**src/rtl/accel_hex_display.sv**
```systemverilog
// Averages 2^AVG_LOG2 signed accelerometer samples and shows the result as a
// sign-magnitude decimal on HEX5..HEX0. Define ACCEL_HEX_LZB_EN for leading-zero blanking.
module accel_hex_display #(
   parameter int AVG_LOG2 = 2
) (
   input  logic        clk_i,
   input  logic        rst_i,
   input  logic [15:0] sample_i,
   input  logic        sample_valid_i,
   output logic        sample_ready_o,
   output logic [7:0]  hex0_o,
   output logic [7:0]  hex1_o,
   output logic [7:0]  hex2_o,
   output logic [7:0]  hex3_o,
   output logic [7:0]  hex4_o,
   output logic [7:0]  hex5_o,
   output logic        disp_valid_o
);

   localparam int AW = 16 + AVG_LOG2;
   localparam int CW = AVG_LOG2 + 1;
   localparam logic [CW-1:0] LAST_CNT = CW'((1 << AVG_LOG2) - 1);
   localparam logic [7:0] SEG_MINUS = 8'hBF;
   localparam logic [7:0] SEG_BLANK = 8'hFF;

   typedef enum logic [1:0] {
      IDLE,
      SIGN,
      CONV,
      LATCH
   } state_t;

   state_t state_reg;
   state_t state_next;

   logic signed [AW-1:0] acc_reg;
   logic [CW-1:0]        cnt_reg;
   logic                 neg_reg;
   logic [16:0]          mag_reg;
   logic [19:0]          bcd_reg;
   logic [4:0]           step_reg;
   logic [7:0]           seg_reg [6];
   logic                 load_reg;
   logic [7:0]           hex_reg [6];
   logic                 disp_reg;

   logic                 accept;
   logic                 last_sample;
   logic                 conv_done;
   logic signed [AW-1:0] sample_ext;
   logic [15:0]          avg;
   logic [16:0]          avg_ext;
   logic [16:0]          mag_calc;
   logic [19:0]          bcd_adj;
   logic [3:0]           digit [5];
   logic [4:0]           blank;
   logic [7:0]           digit_code [5];

   function automatic logic [7:0] seg7(input logic [3:0] d);
      logic [7:0] code;
      case (d)
         4'd0:    code = 8'hC0;
         4'd1:    code = 8'hF9;
         4'd2:    code = 8'hA4;
         4'd3:    code = 8'hB0;
         4'd4:    code = 8'h99;
         4'd5:    code = 8'h92;
         4'd6:    code = 8'h82;
         4'd7:    code = 8'hF8;
         4'd8:    code = 8'h80;
         4'd9:    code = 8'h90;
         default: code = SEG_BLANK;
      endcase
      return code;
   endfunction

   assign sample_ready_o = (state_reg == IDLE);
   assign accept         = sample_valid_i & sample_ready_o;
   assign last_sample    = accept && (cnt_reg == LAST_CNT);
   assign conv_done      = (step_reg == 5'd16);

   assign sample_ext = AW'($signed(sample_i));
   // Arithmetic shift floors toward -inf; the average always fits in 16 bits.
   assign avg      = 16'(acc_reg >>> AVG_LOG2);
   assign avg_ext  = {avg[15], avg};
   assign mag_calc = avg[15] ? (~avg_ext + 17'd1) : avg_ext;

   genvar gi;
   generate
      for (gi = 0; gi < 5; gi++) begin : g_digit
         assign bcd_adj[4*gi +: 4] = (bcd_reg[4*gi +: 4] >= 4'd5) ?
                                     (bcd_reg[4*gi +: 4] + 4'd3) : bcd_reg[4*gi +: 4];
         assign digit[gi]      = bcd_reg[4*gi +: 4];
         assign digit_code[gi] = blank[gi] ? SEG_BLANK : seg7(digit[gi]);
      end
   endgenerate

`ifdef ACCEL_HEX_LZB_EN
   // A digit is blank only if it and every more significant digit are zero; units always shown.
   assign blank[4] = (digit[4] == 4'd0);
   generate
      for (gi = 1; gi < 4; gi++) begin : g_lzb
         assign blank[gi] = blank[gi+1] & (digit[gi] == 4'd0);
      end
   endgenerate
   assign blank[0] = 1'b0;
`else
   assign blank = '0;
`endif

   always_ff @(posedge clk_i or posedge rst_i) begin
      if (rst_i) begin
         state_reg <= IDLE;
      end else begin
         state_reg <= state_next;
      end
   end

   always_comb begin
      state_next = state_reg;
      case (state_reg)
         IDLE:    if (last_sample) state_next = SIGN;
         SIGN:    state_next = CONV;
         CONV:    if (conv_done) state_next = LATCH;
         LATCH:   state_next = IDLE;
         default: state_next = IDLE;
      endcase
   end

   always_ff @(posedge clk_i or posedge rst_i) begin
      if (rst_i) begin
         acc_reg  <= '0;
         cnt_reg  <= '0;
         neg_reg  <= 1'b0;
         mag_reg  <= '0;
         bcd_reg  <= '0;
         step_reg <= '0;
         load_reg <= 1'b0;
         disp_reg <= 1'b0;
         for (int i = 0; i < 6; i++) begin
            seg_reg[i] <= SEG_BLANK;
            hex_reg[i] <= SEG_BLANK;
         end
      end else begin
         load_reg <= 1'b0;
         disp_reg <= load_reg;
         if (load_reg) begin
            for (int i = 0; i < 6; i++) begin
               hex_reg[i] <= seg_reg[i];
            end
         end
         case (state_reg)
            IDLE: begin
               if (accept) begin
                  acc_reg <= acc_reg + sample_ext;
                  cnt_reg <= cnt_reg + CW'(1);
               end
            end
            SIGN: begin
               neg_reg  <= avg[15];
               mag_reg  <= mag_calc;
               bcd_reg  <= '0;
               step_reg <= '0;
               acc_reg  <= '0;
               cnt_reg  <= '0;
            end
            CONV: begin
               bcd_reg  <= 20'({bcd_adj, mag_reg[16]});
               mag_reg  <= {mag_reg[15:0], 1'b0};
               step_reg <= step_reg + 5'd1;
            end
            LATCH: begin
               seg_reg[5] <= neg_reg ? SEG_MINUS : SEG_BLANK;
               for (int i = 0; i < 5; i++) begin
                  seg_reg[i] <= digit_code[i];
               end
               load_reg <= 1'b1;
            end
            default: ;
         endcase
      end
   end

   assign hex0_o       = hex_reg[0];
   assign hex1_o       = hex_reg[1];
   assign hex2_o       = hex_reg[2];
   assign hex3_o       = hex_reg[3];
   assign hex4_o       = hex_reg[4];
   assign hex5_o       = hex_reg[5];
   assign disp_valid_o = disp_reg;

endmodule
```
**config.mk**
```make
export PLATFORM = sky130hd
export DESIGN_NAME = accel_hex_display
export DESIGN_NICKNAME = d
export VERILOG_FILES = /design/src/rtl/accel_hex_display.sv
export SDC_FILE = /design/constraint.sdc
export NUM_CORES = 1
export LEC_CHECK = 0
export BUFFER_PORTS_ARGS = -buffer_cell sky130_fd_sc_hd__buf_2
export CORE_MARGIN = 2
export CORE_UTILIZATION = 45
export CTS_CLUSTER_DIAMETER = 150
export CTS_CLUSTER_SIZE = 20
export DETAILED_ROUTE_END_ITERATION = 8
export SLEW_MARGIN = 20
export SYNTH_ARGS = -nofsm -noshare
export SYNTH_HDL_FRONTEND = slang
export SYNTH_SLANG_ARGS = --single-unit
```
**constraint.sdc**
```tcl
create_clock -name clk_i -period 5.14 [get_ports clk_i]
set_input_delay 0.771 -clock clk_i [delete_from_list [all_inputs] [get_ports clk_i]]
set_output_delay 0.771 -clock clk_i [all_outputs]
set_load 0.005 [all_outputs]
```
# Word-level counts from Yosys, hierarchy flattened
# Memories as Yosys holds them, arrays and structs flattened. A register that Yosys moved wholly into a read port is not among the register bits.
# Index checks and enable logic that the tools add are counted.
op_classes:
  n_addsub: 9
  order_cmp: 5
  eq_ne: 8
  muxes: 18
  bitwise_logic: 2
  reduce_logical: 6
op_table:
  columns: ["op", "count"]
  rows:
  - ["$pmux 20 s2", 1]
  - ["$pmux 18 s2", 1]
  - ["$pmux 17 s2", 1]
  - ["$ge 4x3->1 const B", 5]
  - ["$add 18x16->18", 1]
  - ["$mux 18", 1]
  - ["$add 17x1->17 const B", 1]
  - ["$mux 17", 1]
  - ["$not 17->17", 1]
  - ["$add 4x2->4 const B", 4]
  - ["$mux 4", 4]
  - ["$pmux 5 s2", 1]
  - ["$pmux 2 s4", 1]
  - ["$mux 7", 1]
  - ["$mux 3", 2]
  - ["$pmux 3 s2", 1]
  - ["$add 5x1->5 const B", 1]
  - ["$eq 5x5->1 const B", 1]
  - ["$eq 2x2->1 const B", 2]
  - ["$mux 2", 2]
  - ["$ne 2x1->1 const B", 2]
  - ["$reduce_and 2->1", 2]
  - ["$reduce_bool 2->1", 2]
  - ["$add 3x1->3 const B", 1]
  - ["other kinds (8)", 8]
totals:
  regBits: 164
  rom_bits: 560
  inputBits: 19
  output_inout_bits: 50
  memories: 5
mem_list:
  columns: ["memory", "depth", "word_bits", "rd", "rd_ports_with_merged_regs", "write_ports", "line", "source"]
  rows:
  - ["(name not given)", 16, 7, 1, 1, 0, "61", "case (d)"]
  - ["(name not given)", 16, 7, 1, 1, 0, "61", null]
  - ["(name not given)", 16, 7, 1, 1, 0, "61", null]
  - ["(name not given)", 16, 7, 1, 1, 0, "61", null]
  - ["(name not given)", 16, 7, 1, 1, 0, "61", null]

# Longest topological paths before layout
depth:
  word_depth: 5
  ltp_mapped: 11
  depth_no_buf: 11

# Least setup slack after synthesis
# OpenSTA, ideal clock, no wires.
synth_timing:
  kind: "input to register"
  startpoint: "input sample_i[10]"
  endpoint: "register acc_reg[17]"
  arrival_time_ns: 2.594
  t_required_ns: 5.058
  path_slack_ns: 2.463
  path_stages: 10
  path_cell_list: "ha_1 > clkbuf_1 > a21oi_1 > o21ai_0 > a221o_1 > a311o_1 > a21oi_1 > xor2_1 > a21oi_1 > o22ai_1"
synth_between:
  elab_chain_len: 3
synth_lines:
  columns: ["element", "line", "source"]
  rows:
  - ["start: declaration", "8", "input logic [15:0] sample_i,"]
  - ["$add 18x16->18", "155", "acc_reg <= acc_reg + sample_ext;"]
  - ["$mux 18", "154", "if (accept) begin"]
  - ["$pmux 18 s2", "152", "case (state_reg)"]
  - ["end signal: assignment", "155", null]
  - ["end: declaration", "36", "logic signed [AW-1:0] acc_reg;"]
# No other way between the ends. The select of a mux whose other input is x is not followed.
# A chain may end at the register's enable or synchronous reset.

# Final worst setup path
layout_timing:
  startpoint: "input sample_i[0]"
  endpoint: "register acc_reg[14]"
# Same word-level chain as after synthesis.

==> metrics.txt <==
# TYPE chip_impl_metric gauge
chip_impl_metric{name="gp_routability_congestion",unit=""} 0.855
chip_impl_info{name="worstReg2RegEnd",value="acc_reg[14]$_DFFE_PP0P_"} 1
chip_impl_info{name="netlist_top_cells_area",value="dfstp_2 (24%), dfrtp_1 (22%), mux2_2 (8.6%), ha_1 (8.1%), o21ai_0 (5.5%)"} 1
chip_impl_metric{name="routed-via-count",unit=""} 5658
chip_impl_info{name="worst_hold_path_type",value="register to register"} 1
chip_impl_metric{name="final_nets",unit=""} 913
chip_impl_info{name="worst_hold_path.endpoint",value="seg_reg[6]$_DFFE_PP1P_"} 1
chip_impl_metric{name="syn-cell-area",unit="sq um"} 7890
chip_impl_info{name="rsz0062_at_grt",value="false"} 1
chip_impl_metric{name="pin_count_of_the_biggest_net_entering_global_routing",unit=""} 102
chip_impl_metric{name="design.core.area",unit="sq um"} 17200
chip_impl_metric{name="period_share",unit="%"} 51.9
chip_impl_metric{name="syn_to_final_growth",unit="%"} 11.6
chip_impl_metric{name="timing.hold.ws",unit="ns"} 0.416
chip_impl_info{name="outcome",value="finished, final reports clean"} 1
chip_impl_metric{name="achievable-frequency",unit="MHz"} 375
chip_impl_metric{name="fin_setup_tns",unit="ns"} 0
chip_impl_metric{name="grt_pass1_vias",unit=""} 5562
chip_impl_metric{name="final_layout_size_suffix_gt1_share",unit="%"} 27.3
chip_impl_metric{name="rows",unit=""} 48
chip_impl_metric{name="postRouteWirelength",unit="um"} 15000
chip_impl_metric{name="synth-edff-count",unit=""} 0
chip_impl_metric{name="fill_cells",unit=""} 1554
chip_impl_metric{name="fp.dieW",unit="um"} 136
chip_impl_metric{name="worst_skew_pair.late_latency",unit="ns"} 0.41
chip_impl_metric{name="drt-initial-drc-count",unit=""} 332
chip_impl_metric{name="synth_sequential_area_ratio",unit="%"} 45.5
chip_impl_metric{name="cts.hold.buffers_added",unit=""} 0
chip_impl_metric{name="synth_largest_type_area_fraction",unit="%"} 24.0
chip_impl_metric{name="power",unit="uW"} 4340
chip_impl_info{name="reg2reg_from",value="acc_reg[0]$_DFFE_PP0P_"} 1
chip_impl_metric{name="ctsLongestPathBuffers",unit=""} 2
chip_impl_metric{name="ctsHtreeMaxLevel",unit=""} 4
chip_impl_metric{name="yosysWarnings",unit=""} 0
chip_impl_metric{name="num_antenna_cells",unit=""} 0
chip_impl_metric{name="fin_skew",unit="ns"} 0.00708
chip_impl_metric{name="timing_worst_slew_pin_value",unit="ns"} 1.02
chip_impl_info{name="critPathTopFamily",value="compound AO/OA/AOI/OAI gates"} 1
chip_impl_metric{name="fin_ws",unit="ns"} 2.47
chip_impl_metric{name="port_buffers",unit=""} 56
chip_impl_metric{name="setup-violations-final",unit=""} 0
chip_impl_info{name="clockRootBuffer",value="clkbuf_16"} 1
chip_impl_metric{name="postSynthCellCount",unit=""} 806
chip_impl_metric{name="cap_violations",unit=""} 0
chip_impl_metric{name="post_cts_buffers",unit=""} 0
chip_impl_metric{name="cellLeakagePower",unit="uW"} 0.00388
chip_impl_metric{name="async_flop_share",unit="%"} 100
chip_impl_metric{name="worst-endpoint-arrival",unit="ns"} 2.99
chip_impl_metric{name="floorplan.initialDensity",unit="%"} 45.8
chip_impl_metric{name="global_route_wire_length_before_repair",unit="um"} 26200
chip_impl_metric{name="cellPowerDensity",unit="nW/um^2"} 493
chip_impl_metric{name="synth.distinct_cells",unit=""} 51
chip_impl_metric{name="antenna_violations_before_repair",unit=""} 0
chip_impl_metric{name="crit_path_max_fanout",unit=""} 4
chip_impl_info{name="clock_tree_from_tritoncts",value="yes"} 1
chip_impl_metric{name="cts_inserted_buffers",unit=""} 17
chip_impl_metric{name="dp_hpwl",unit="um"} 10500
chip_impl_metric{name="worstPathBufferInverterCount",unit=""} 2
chip_impl_metric{name="ff2ff_setup_slack",unit="ns"} 2.55
chip_impl_info{name="synth_ff_type",value="dfstp_2"} 1
chip_impl_metric{name="finalHoldViolations",unit=""} 0
chip_impl_metric{name="vdd_ir_drop_max",unit="mV"} 0.278
chip_impl_metric{name="cts_sinks",unit=""} 140
chip_impl_metric{name="worst_slew_margin_rel",unit="%"} 31.9
chip_impl_metric{name="timing.critical_path.slowest_cell_delay",unit="ns"} 0.64
chip_impl_info{name="yosys.area.top_type",value="dfstp_2"} 1
chip_impl_metric{name="drtPass1Iterations",unit=""} 4
chip_impl_metric{name="post_place_worst_slack",unit="ns"} 2.04
chip_impl_metric{name="register_bit_total_from_synthesis",unit=""} 140
chip_impl_metric{name="worst-endpoint-required",unit="ns"} 5.47
chip_impl_metric{name="clock_slew_at_reported_path_ffs",unit="ns"} 0.06
chip_impl_metric{name="worst_reg2reg_path_depth",unit=""} 11
chip_impl_metric{name="routed_wire_length_per_instance",unit="um"} 13.9
chip_impl_metric{name="post-route-drc-count",unit=""} 0
chip_impl_info{name="end_kind",value="register"} 1
chip_impl_metric{name="congestion_overflow_gr",unit=""} 0
chip_impl_metric{name="final_core_util",unit="%"} 51.1
chip_impl_info{name="criticalPathCategory",value="input pin to register"} 1
chip_impl_metric{name="hold_path_depth",unit=""} 1
chip_impl_info{name="crit_path_start_kind",value="input pin"} 1
chip_impl_metric{name="cts_resized",unit=""} 0
chip_impl_metric{name="boundaryPins",unit=""} 69
chip_impl_metric{name="groute.usage.overall",unit="%"} 17.5
chip_impl_metric{name="vias_per_cell",unit=""} 5.24
chip_impl_metric{name="antenna_left",unit=""} 0
chip_impl_metric{name="report.final.slew_viol_count",unit=""} 0
chip_impl_metric{name="synth_area_per_cell",unit="sq um"} 9.79
chip_impl_info{name="worst_path_max_delay_cell",value="o31ai_1"} 1
chip_impl_metric{name="die_area",unit="sq um"} 18600
chip_impl_info{name="critical_path_cell_list",value="buf_2 -> ha_1 -> inv_1 -> fa_1 -> nor2b_1 -> o21ai_0 -> nand2b_1 -> a21oi_1 -> o31ai_1 -> o31ai_1 -> xor2_1 -> o21ai_0"} 1
chip_impl_metric{name="chipHeight",unit="um"} 136
chip_impl_metric{name="final_period_minus_worst_setup_slack",unit="ns"} 2.67
chip_impl_metric{name="number_of_flip_flops_under_the_largest_register_name",unit=""} 36
chip_impl_info{name="hold_start",value="neg_reg$_DFFE_PP0P_"} 1
per-stage QoR:
stage,cells,area (sq um)
2_1_floorplan,817,7930
3_3_place_gp,1048,8290
3_5_place_dp,1048,8290
4_1_cts,1080,8800
5_1_grt,1080,8800
6_report,1080,8800
layer usage:
metal  track usage, %  wire, um
met5                0         0
met4             6.66       267
met3             3.24       426
met2             28.1      6970
met1             23.5      7330
synthesized netlist by cell type (all sizes together) (2+ instances only):
cell,instances
nor2,43
nand3,15
dfrtp,68
inv,64
clkinv,2
o311a,2
nand2b,13
a21boi,3
dfstp,72
o21ai,90
o211ai,17
clkbuf,34
mux2,60
o22a,3
o22ai,21
ha,51
a21oi,62
xnor2,13
xor2,21
nand2,68
or2,2
a31oi,3
o21a,3
a21o,16
or4,3
a22o,2
o31ai,7
buf,21
nand4,4
nor3,4
mux2i,6
logic make-up after synthesis:
| family | count (synthesis) | share of synthesized area, % |
|---|---|---|
| AND/OR/NAND/NOR | 155 | 8.80 |
| AO/OA/AOI/OAI | 237 | 17.8 |
| XOR/XNOR | 34 | 3.77 |
| adder cells (fa/ha/maj) | 52 | 8.34 |
| multiplexers | 66 | 9.32 |
| flip-flops | 140 | 45.5 |
| other | 1 | 0.0475 |
| buffers and inverters | 121 | 6.34 |
report_power, final:
| group | internal, uW | switching (uW) |
|---|---|---|
| clock network | 637 | 434 |
| logic | 711 | 886 |
| registers | 1460 | 214 |
final cells by class:
type,count,area [sq um],area share [%]
clock buffer,24,472,5.36
clock inverter,8,42.5,0.483
inverter,66,253,2.87
multi-input combinational,556,3840,43.7
sequential,140,3590,40.8
tap,225,282,3.20
timing repair buffer,61,318,3.61
layout by cell type (no fill, tap or decap), drive strengths merged, types with 12 or more instances in the layout:
cell    count
nand2b     13
nand3      15
a21oi      62
o211ai     17
ha         51
nor2       43
inv        66
xnor2      13
clkbuf     24
conb       12
mux2       60
buf        61
a21o       16
dfstp      72
nand2      68
xor2       21
dfrtp      68
o21ai      90
o22ai      21
worst reg2reg max path, stage by stage, from the launching register on:
cell and delay (ns):
dfrtp_1 0.35, ha_1 0.18, inv_1 0.06, fa_1 0.39, nor2b_1 0.11, o21ai_0 0.08
nand2b_1 0.15, a21oi_1 0.11, o31ai_1 0.64, o31ai_1 0.15, xor2_1 0.16, o21ai_0 0.15
how the worst max path moves through the flow:
| stage | endpoint | startpoint | cells after the start |
|---|---|---|---|
| after floorplan | acc_reg[0]$_DFFE_PP0P_ | rst_i | 1 |
| after global placement | acc_reg[14]$_DFFE_PP0P_ | sample_i[0] | 12 |
| after detailed placement | acc_reg[14]$_DFFE_PP0P_ | sample_i[0] | 12 |
| after CTS | acc_reg[14]$_DFFE_PP0P_ | sample_i[0] | 12 |
| after global routing | acc_reg[14]$_DFFE_PP0P_ | sample_i[0] | 12 |
| final | acc_reg[14]$_DFFE_PP0P_ | sample_i[0] | 12 |
No activity file was read; power rests on OpenSTA's default activity.
